**src/rtl/rep_sequencer_if.sv**
```systemverilog
// Handshake and data bundle between decode, rep_sequencer and the execute stage.
// The master side is the sequencer itself; the slave side is its environment
// (decode feeding in_*, execute answering iter_*, retire consuming out_*).
interface rep_sequencer_if;
    // Instruction from decode
    logic        in_valid;
    logic        in_ready;
    logic [5:0]  in_opc;
    logic [1:0]  in_rep;
    logic [1:0]  in_width;
    logic [31:0] in_ecx;
    logic [31:0] in_esi;
    logic [31:0] in_edi;
    logic [31:0] in_eflags;

    // Per-iteration request to execute
    logic        iter_valid;
    logic        iter_ready;
    logic [5:0]  iter_opc;
    logic [31:0] iter_esi;
    logic [31:0] iter_edi;
    logic [31:0] iter_eflags;
    logic        iter_done;
    logic [31:0] iter_res_eflags;

    // Completion towards retire
    logic        out_valid;
    logic        out_ready;
    logic [31:0] out_ecx;
    logic [31:0] out_esi;
    logic [31:0] out_edi;
    logic [31:0] out_eflags;
    logic [31:0] out_iters;
    logic        out_trunc;

    modport master (
        input  in_valid, in_opc, in_rep, in_width, in_ecx, in_esi, in_edi, in_eflags,
        output in_ready,
        output iter_valid, iter_opc, iter_esi, iter_edi, iter_eflags,
        input  iter_ready, iter_done, iter_res_eflags,
        output out_valid, out_ecx, out_esi, out_edi, out_eflags, out_iters, out_trunc,
        input  out_ready
    );

    modport slave (
        output in_valid, in_opc, in_rep, in_width, in_ecx, in_esi, in_edi, in_eflags,
        input  in_ready,
        input  iter_valid, iter_opc, iter_esi, iter_edi, iter_eflags,
        output iter_ready, iter_done, iter_res_eflags,
        input  out_valid, out_ecx, out_esi, out_edi, out_eflags, out_iters, out_trunc,
        output out_ready
    );
endinterface

```
**src/rtl/rep_sequencer.sv**
```systemverilog
// rep_sequencer: walks REP/REPE/REPNE string instructions (MOVS, CMPS) through
// the single-step execute datapath one iteration at a time, updating ECX/ESI/EDI
// and EFLAGS between iterations. Non-string opcodes run exactly one iteration.
//
// Optional feature: define REP_ITER_LIMIT_EN to cap a sequence at MAX_ITER
// iterations; the capped result is flagged with out_trunc.
module rep_sequencer #(
    parameter int unsigned MAX_ITER = 1024
) (
    input logic           clk,
    input logic           rst,
    rep_sequencer_if.master bus
);

    localparam logic [5:0] CMD_MOVS = 6'd20;
    localparam logic [5:0] CMD_CMPS = 6'd21;

    localparam int unsigned DF_BIT = 10;
    localparam int unsigned ZF_BIT = 6;

    typedef enum logic [2:0] {
        S_IDLE,
        S_CHECK,
        S_ISSUE,
        S_WAIT,
        S_DONE
    } state_t;

    state_t      state;
    logic [5:0]  opc_r;
    logic [1:0]  rep_r;
    logic [1:0]  width_r;
    logic [31:0] ecx_r;
    logic [31:0] esi_r;
    logic [31:0] edi_r;
    logic [31:0] eflags_r;
    logic [31:0] iters_r;
    logic        in_ready_r;
    logic        iter_valid_r;
    logic        out_valid_r;

    // Decoded properties of the latched instruction
    logic        is_str;
    logic        is_cmps;
    logic        rep_on;
    logic [31:0] step;

    // Values the architectural state takes when the current iteration retires
    logic [31:0] ecx_nxt;
    logic [31:0] esi_nxt;
    logic [31:0] edi_nxt;
    logic [31:0] iters_nxt;
    logic        res_zf;
    logic        stop_nat;

`ifdef REP_ITER_LIMIT_EN
    logic        trunc_r;
    logic        cap_hit;
`else
    // Keeps the cap parameter referenced in the uncapped build.
    localparam int unsigned unused_max_iter = MAX_ITER;
`endif

    // Per-iteration update and natural termination condition
    always_comb begin
        is_str    = (opc_r == CMD_MOVS) || (opc_r == CMD_CMPS);
        is_cmps   = (opc_r == CMD_CMPS);
        rep_on    = (rep_r == 2'b01) || (rep_r == 2'b10);
        step      = (width_r == 2'b00) ? 32'd1 :
                    (width_r == 2'b01) ? 32'd2 : 32'd4;
        res_zf    = bus.iter_res_eflags[ZF_BIT];
        iters_nxt = iters_r + 32'd1;
        esi_nxt   = esi_r;
        edi_nxt   = edi_r;
        ecx_nxt   = ecx_r;
        if (is_str) begin
            // Direction comes from the flags held before this iteration's update.
            if (eflags_r[DF_BIT]) begin
                esi_nxt = esi_r - step;
                edi_nxt = edi_r - step;
            end else begin
                esi_nxt = esi_r + step;
                edi_nxt = edi_r + step;
            end
            if (rep_on) begin
                ecx_nxt = ecx_r - 32'd1;
            end
        end
        stop_nat = !is_str || !rep_on || (ecx_nxt == 32'd0) ||
                   (is_cmps && (rep_r == 2'b01) && !res_zf) ||
                   (is_cmps && (rep_r == 2'b10) && res_zf);
`ifdef REP_ITER_LIMIT_EN
        cap_hit  = (iters_nxt == 32'(MAX_ITER));
`endif
    end

    // Sequencer FSM with all outputs held in registers
    always_ff @(posedge clk) begin
        if (rst) begin
            state        <= S_IDLE;
            opc_r        <= '0;
            rep_r        <= '0;
            width_r      <= '0;
            ecx_r        <= '0;
            esi_r        <= '0;
            edi_r        <= '0;
            eflags_r     <= '0;
            iters_r      <= '0;
            in_ready_r   <= 1'b0;
            iter_valid_r <= 1'b0;
            out_valid_r  <= 1'b0;
`ifdef REP_ITER_LIMIT_EN
            trunc_r      <= 1'b0;
`endif
        end else begin
            case (state)
                S_IDLE: begin
                    if (bus.in_valid && in_ready_r) begin
                        opc_r      <= bus.in_opc;
                        rep_r      <= bus.in_rep;
                        width_r    <= bus.in_width;
                        ecx_r      <= bus.in_ecx;
                        esi_r      <= bus.in_esi;
                        edi_r      <= bus.in_edi;
                        eflags_r   <= bus.in_eflags;
                        iters_r    <= '0;
`ifdef REP_ITER_LIMIT_EN
                        trunc_r    <= 1'b0;
`endif
                        in_ready_r <= 1'b0;
                        state      <= S_CHECK;
                    end else begin
                        in_ready_r <= 1'b1;
                    end
                end
                S_CHECK: begin
                    // A repeated string op with a zero count does no work at all.
                    if (is_str && rep_on && (ecx_r == 32'd0)) begin
                        out_valid_r <= 1'b1;
                        state       <= S_DONE;
                    end else begin
                        iter_valid_r <= 1'b1;
                        state        <= S_ISSUE;
                    end
                end
                S_ISSUE: begin
                    // iter_done is not looked at here, even alongside iter_ready.
                    if (bus.iter_ready) begin
                        iter_valid_r <= 1'b0;
                        state        <= S_WAIT;
                    end
                end
                S_WAIT: begin
                    if (bus.iter_done) begin
                        eflags_r <= bus.iter_res_eflags;
                        iters_r  <= iters_nxt;
                        esi_r    <= esi_nxt;
                        edi_r    <= edi_nxt;
                        ecx_r    <= ecx_nxt;
                        if (stop_nat) begin
                            out_valid_r <= 1'b1;
                            state       <= S_DONE;
                        end
`ifdef REP_ITER_LIMIT_EN
                        else if (cap_hit) begin
                            trunc_r     <= 1'b1;
                            out_valid_r <= 1'b1;
                            state       <= S_DONE;
                        end
`endif
                        else begin
                            iter_valid_r <= 1'b1;
                            state        <= S_ISSUE;
                        end
                    end
                end
                S_DONE: begin
                    if (bus.out_ready) begin
                        out_valid_r <= 1'b0;
                        in_ready_r  <= 1'b1;
                        state       <= S_IDLE;
                    end
                end
                default: begin
                    state <= S_IDLE;
                end
            endcase
        end
    end

    assign bus.in_ready    = in_ready_r;
    assign bus.iter_valid  = iter_valid_r;
    assign bus.iter_opc    = opc_r;
    assign bus.iter_esi    = esi_r;
    assign bus.iter_edi    = edi_r;
    assign bus.iter_eflags = eflags_r;
    assign bus.out_valid   = out_valid_r;
    assign bus.out_ecx     = ecx_r;
    assign bus.out_esi     = esi_r;
    assign bus.out_edi     = edi_r;
    assign bus.out_eflags  = eflags_r;
    assign bus.out_iters   = iters_r;
`ifdef REP_ITER_LIMIT_EN
    assign bus.out_trunc   = trunc_r;
`else
    assign bus.out_trunc   = 1'b0;
`endif

endmodule

```
**src/flat_wrapper.sv**
```systemverilog
// flat-port wrapper written by rule: the top's interface ports become plain ports
module rep_sequencer_flat 
#(
    parameter int unsigned MAX_ITER = 1024
)
  (clk, rst, bus_in_valid, bus_in_opc, bus_in_rep, bus_in_width, bus_in_ecx, bus_in_esi, bus_in_edi, bus_in_eflags, bus_in_ready, bus_iter_valid, bus_iter_opc, bus_iter_esi, bus_iter_edi, bus_iter_eflags, bus_iter_ready, bus_iter_done, bus_iter_res_eflags, bus_out_valid, bus_out_ecx, bus_out_esi, bus_out_edi, bus_out_eflags, bus_out_iters, bus_out_trunc, bus_out_ready);
  rep_sequencer_if bus_i ();
  input logic clk;
  input logic rst;
  input wire logic [$bits(bus_i.in_valid)-1:0] bus_in_valid;
  input wire logic [$bits(bus_i.in_opc)-1:0] bus_in_opc;
  input wire logic [$bits(bus_i.in_rep)-1:0] bus_in_rep;
  input wire logic [$bits(bus_i.in_width)-1:0] bus_in_width;
  input wire logic [$bits(bus_i.in_ecx)-1:0] bus_in_ecx;
  input wire logic [$bits(bus_i.in_esi)-1:0] bus_in_esi;
  input wire logic [$bits(bus_i.in_edi)-1:0] bus_in_edi;
  input wire logic [$bits(bus_i.in_eflags)-1:0] bus_in_eflags;
  output wire logic [$bits(bus_i.in_ready)-1:0] bus_in_ready;
  output wire logic [$bits(bus_i.iter_valid)-1:0] bus_iter_valid;
  output wire logic [$bits(bus_i.iter_opc)-1:0] bus_iter_opc;
  output wire logic [$bits(bus_i.iter_esi)-1:0] bus_iter_esi;
  output wire logic [$bits(bus_i.iter_edi)-1:0] bus_iter_edi;
  output wire logic [$bits(bus_i.iter_eflags)-1:0] bus_iter_eflags;
  input wire logic [$bits(bus_i.iter_ready)-1:0] bus_iter_ready;
  input wire logic [$bits(bus_i.iter_done)-1:0] bus_iter_done;
  input wire logic [$bits(bus_i.iter_res_eflags)-1:0] bus_iter_res_eflags;
  output wire logic [$bits(bus_i.out_valid)-1:0] bus_out_valid;
  output wire logic [$bits(bus_i.out_ecx)-1:0] bus_out_ecx;
  output wire logic [$bits(bus_i.out_esi)-1:0] bus_out_esi;
  output wire logic [$bits(bus_i.out_edi)-1:0] bus_out_edi;
  output wire logic [$bits(bus_i.out_eflags)-1:0] bus_out_eflags;
  output wire logic [$bits(bus_i.out_iters)-1:0] bus_out_iters;
  output wire logic [$bits(bus_i.out_trunc)-1:0] bus_out_trunc;
  input wire logic [$bits(bus_i.out_ready)-1:0] bus_out_ready;
  assign bus_i.in_valid = bus_in_valid;
  assign bus_i.in_opc = bus_in_opc;
  assign bus_i.in_rep = bus_in_rep;
  assign bus_i.in_width = bus_in_width;
  assign bus_i.in_ecx = bus_in_ecx;
  assign bus_i.in_esi = bus_in_esi;
  assign bus_i.in_edi = bus_in_edi;
  assign bus_i.in_eflags = bus_in_eflags;
  assign bus_in_ready = bus_i.in_ready;
  assign bus_iter_valid = bus_i.iter_valid;
  assign bus_iter_opc = bus_i.iter_opc;
  assign bus_iter_esi = bus_i.iter_esi;
  assign bus_iter_edi = bus_i.iter_edi;
  assign bus_iter_eflags = bus_i.iter_eflags;
  assign bus_i.iter_ready = bus_iter_ready;
  assign bus_i.iter_done = bus_iter_done;
  assign bus_i.iter_res_eflags = bus_iter_res_eflags;
  assign bus_out_valid = bus_i.out_valid;
  assign bus_out_ecx = bus_i.out_ecx;
  assign bus_out_esi = bus_i.out_esi;
  assign bus_out_edi = bus_i.out_edi;
  assign bus_out_eflags = bus_i.out_eflags;
  assign bus_out_iters = bus_i.out_iters;
  assign bus_out_trunc = bus_i.out_trunc;
  assign bus_i.out_ready = bus_out_ready;
  rep_sequencer #(.MAX_ITER(MAX_ITER)) u_core (.clk(clk), .rst(rst), .bus(bus_i));
endmodule
```
**config.mk**
```make
export PLATFORM = sky130hd
export DESIGN_NAME = rep_sequencer_flat
export DESIGN_NICKNAME = d
export VERILOG_FILES = /design/src/rtl/rep_sequencer_if.sv /design/src/rtl/rep_sequencer.sv /design/src/flat_wrapper.sv
export SDC_FILE = /design/constraint.sdc
export NUM_CORES = 1
export LEC_CHECK = 0
export ABC_AREA = 1
export CELL_PAD_IN_SITES_DETAIL_PLACEMENT = 0
export CELL_PAD_IN_SITES_GLOBAL_PLACEMENT = 1
export CORE_MARGIN = 5
export CORE_UTILIZATION = 29
export CTS_CLUSTER_SIZE = 10
export DETAILED_ROUTE_END_ITERATION = 8
export GPL_ROUTABILITY_DRIVEN = 0
export PLACE_DENSITY = 0.9
export SLEW_MARGIN = 30
export SYNTH_ARGS = -nofsm -noshare
export SYNTH_HDL_FRONTEND = slang
export SYNTH_SLANG_ARGS = --single-unit
```
**constraint.sdc**
```tcl
create_clock -name clk -period 3.56 [get_ports clk]
set_clock_uncertainty 0.05 [all_clocks]
set_input_delay 0.712 -clock clk [delete_from_list [all_inputs] [get_ports clk]]
set_output_delay 0.712 -clock clk [all_outputs]
set_load 0.01 [all_outputs]
```
==> metrics <==
status finished, final reports clean; placed cell count 2875; Yosys top cell by area dfxtp_1; Sequential Area 3520 um2; CTS tree yes; multi-input logic area 7760 um2; Syn Area/Cell 6.49 um2; Max Cap Viol 0; Final Worst Setup Slack 472 ps; DR pass1 iterations 5; Die Wd 222 um; Sequential Power Share 0.284; power density cells 582 nW/um2; Via-to-Cell Ratio 5.05; Slew Limit Fails 0; share of post-route cells with drive strength above 1 0.0441; Post-Syn Area 13000 um2; worst skew pair latency 470 ps; Final Hold Viols 0; Netlist cell types 49; Post-CTS Hold Buffers 0; Clk pwr share 0.183; Synth Net Count 2246; Die Area 49100 um2; root buffer cell clkbuf_16; DP HPWL 39600 um; DR WL/cell 17.7 um; unrepaired setup endpoints after global routing no; largest net degree at the start of global routing 102; Most used DFF post-synth dfxtp_1; Longest Clk Path Bufs 2; final core utilization 0.403; Post-synth EDFFs 0; total gr overflow 0; Port Buffers 440; Int Pwr 5.70 mW; CP endpoint kind flop; worst relative slew slack 0.367; initial DRC count 1115; initial antenna violation count 2; vias in the first global route 14.3k; top cell type's share of synthesized area 0.271; cts bufs inserted 17; Hold Path Class flop to flop; Worst EP required 3910 ps; Leak 7.06 nW; antenna viol nets, final 0; crit path DAT 3430 ps; clk slew on worst S/H paths 70 ps; sequential fraction of the synthesis area 0.271; Worst Tran Pin Value 949 ps; Comb power frac 0.532; vias 14.7k; number of remaining DRC errors 0; Post-synth top cells nand2_1 (413), nor2_1 (246), a21oi_1 (228), dfxtp_1 (176), inv_1 (170); cts repair resizes 0; Syn Inst Count 2002; setup violators final 0; maximum VDD drop 0.000248 V; Core ar. 44300 um2; Clock Sinks 176; Fmax 0.324 GHz; period utilization 0.868; Layout area overhead 37.3%; post-CTS setup buffers 0; setup tns final 0 ps; # IOs 442; hold path depth 2; overall routing resource usage 0.199; DRT Wirelength 51400 um; filler instances 4621; final cell count without fillers 2906; n_diodes 0; Async SR Flop Fraction 0; #FFs+latches synth 176; H-tree levels 4; Ys Warns 0; cells on worst reg2reg path 19; Setup Crit Path Kind flop to flop; Tmin final 3090 ps; count leader, synth nand2_1; initial core utilization 0.293; worst slack at placement 469 ps; first-pass GRT wire length 79400 um; Psw 4.68 mW; DIE HEIGHT 222 um; Critical Path Fanout Max 3; # nets final 2546; sw frac 0.451; Fin Hold WS 424 ps; Critical Path Source Type flop; top post-synthesis cells by area dfxtp_1 (27%), nand2_1 (12%), a21oi_1 (8.8%); row cnt 77
-- area by class of cell --
type	count	area share
clock buffers	17	0.0238
clock inverters	14	0.00800
inverters	187	0.0395
multi-input cells	1466	0.435
flip-flops and latches	176	0.198
well taps	592	0.0415
repair buffers	454	0.255
-- path summary, 6_finish.rpt --
kind                                             start                 endpoint  slack, ps
worst max-delay path            u_core.bus.iter_edi[0]  u_core.bus.iter_edi[22]        470
worst min-delay path            u_core.bus.iter_opc[1]   u_core.bus.iter_opc[1]        420
worst max register to register  u_core.bus.iter_edi[0]  u_core.bus.iter_edi[22]        470
worst min register to register  u_core.bus.iter_opc[1]   u_core.bus.iter_opc[1]        420
-- power groups by stage --
stage / sequential [mW] / clock [mW] / combinational (mW)
2_1_floorplan: 3.00 / 0 / 3.24
3_3_place_gp: 2.98 / 0 / 5.46
3_5_place_dp: 2.99 / 0 / 5.50
4_1_cts: 2.95 / 1.97 / 5.54
5_1_grt: 3.01 / 2.03 / 6.05
6_report: 2.95 / 1.90 / 5.52
-- stage by stage --
stage	power, mW	area (um2)
floorplan	6.24	13000
CTS	10.5	17800
detailed placement	8.49	17300
global route	11.1	17800
global placement	8.44	17300
finish	10.4	17800
-- routing by layer --
layer	routed length, um	vias up	global-route usage	part of all wire
met5	34	-	0	0.00066
met4	1570	4	0.0666	0.030
met3	3560	93	0.0481	0.069
met2	24800	577	0.349	0.48
met1	21500	6769	0.241	0.42
li1	-	7219	-	-
-- cells by family (layout without fill, tap and decap cells) --
kind of cell    Yosys count  after routing  synth area share
simple gates            838            838             0.275
flops                   176            176             0.271
other cells               1              1          0.000289
xor+xnor                 50             50            0.0337
buf+inv                 360            672             0.133
fa+ha+maj                68             68            0.0666
compound gates          509            509             0.220
-- cells in the final DEF, fill, tap and decap left out, drive strengths merged, types with 6 or more instances in the layout --
master,instances
xor2,36
ha,66
dfxtp,176
clkdlybuf4s50,439
nand2,419
inv,196
nand3,79
o21ai,156
nor4,9
o21a,11
nor3,31
a31oi,36
buf,15
nor2,258
o211ai,11
xnor2,14
o21bai,6
a221oi,24
nand4,31
a21o,11
a211oi,15
clkbuf,17
a21oi,230
-- flip-flops by register name, summed over array words and instances (netlist names) --
name                    cells
u_core.bus.in_ready         1
u_core.bus.iter_edi        32
u_core.bus.iter_eflags     32
u_core.bus.iter_esi        32
u_core.bus.iter_opc         6
u_core.bus.iter_valid       1
u_core.bus.out_ecx         32
u_core.bus.out_iters       32
u_core.bus.out_valid        1
u_core.rep_r                2
u_core.state                3
u_core.width_r              2
-- critical path: stages (launching register included) --
cell and delay [ps]:
dfxtp_1 500, inv_1 120, ha_1 260, fa_1 360
inv_1 100, nand3_1 80, nand2_1 120, inv_1 50
o21bai_1 240, nand2_1 90, nand2_1 170, a21oi_1 130
inv_1 100, nand2_1 50, nand2_1 110, nand2_1 80
a21o_1 160, nand3_1 70, nand2_1 60, a21oi_1 110
Power figures use the tool's default switching activity.
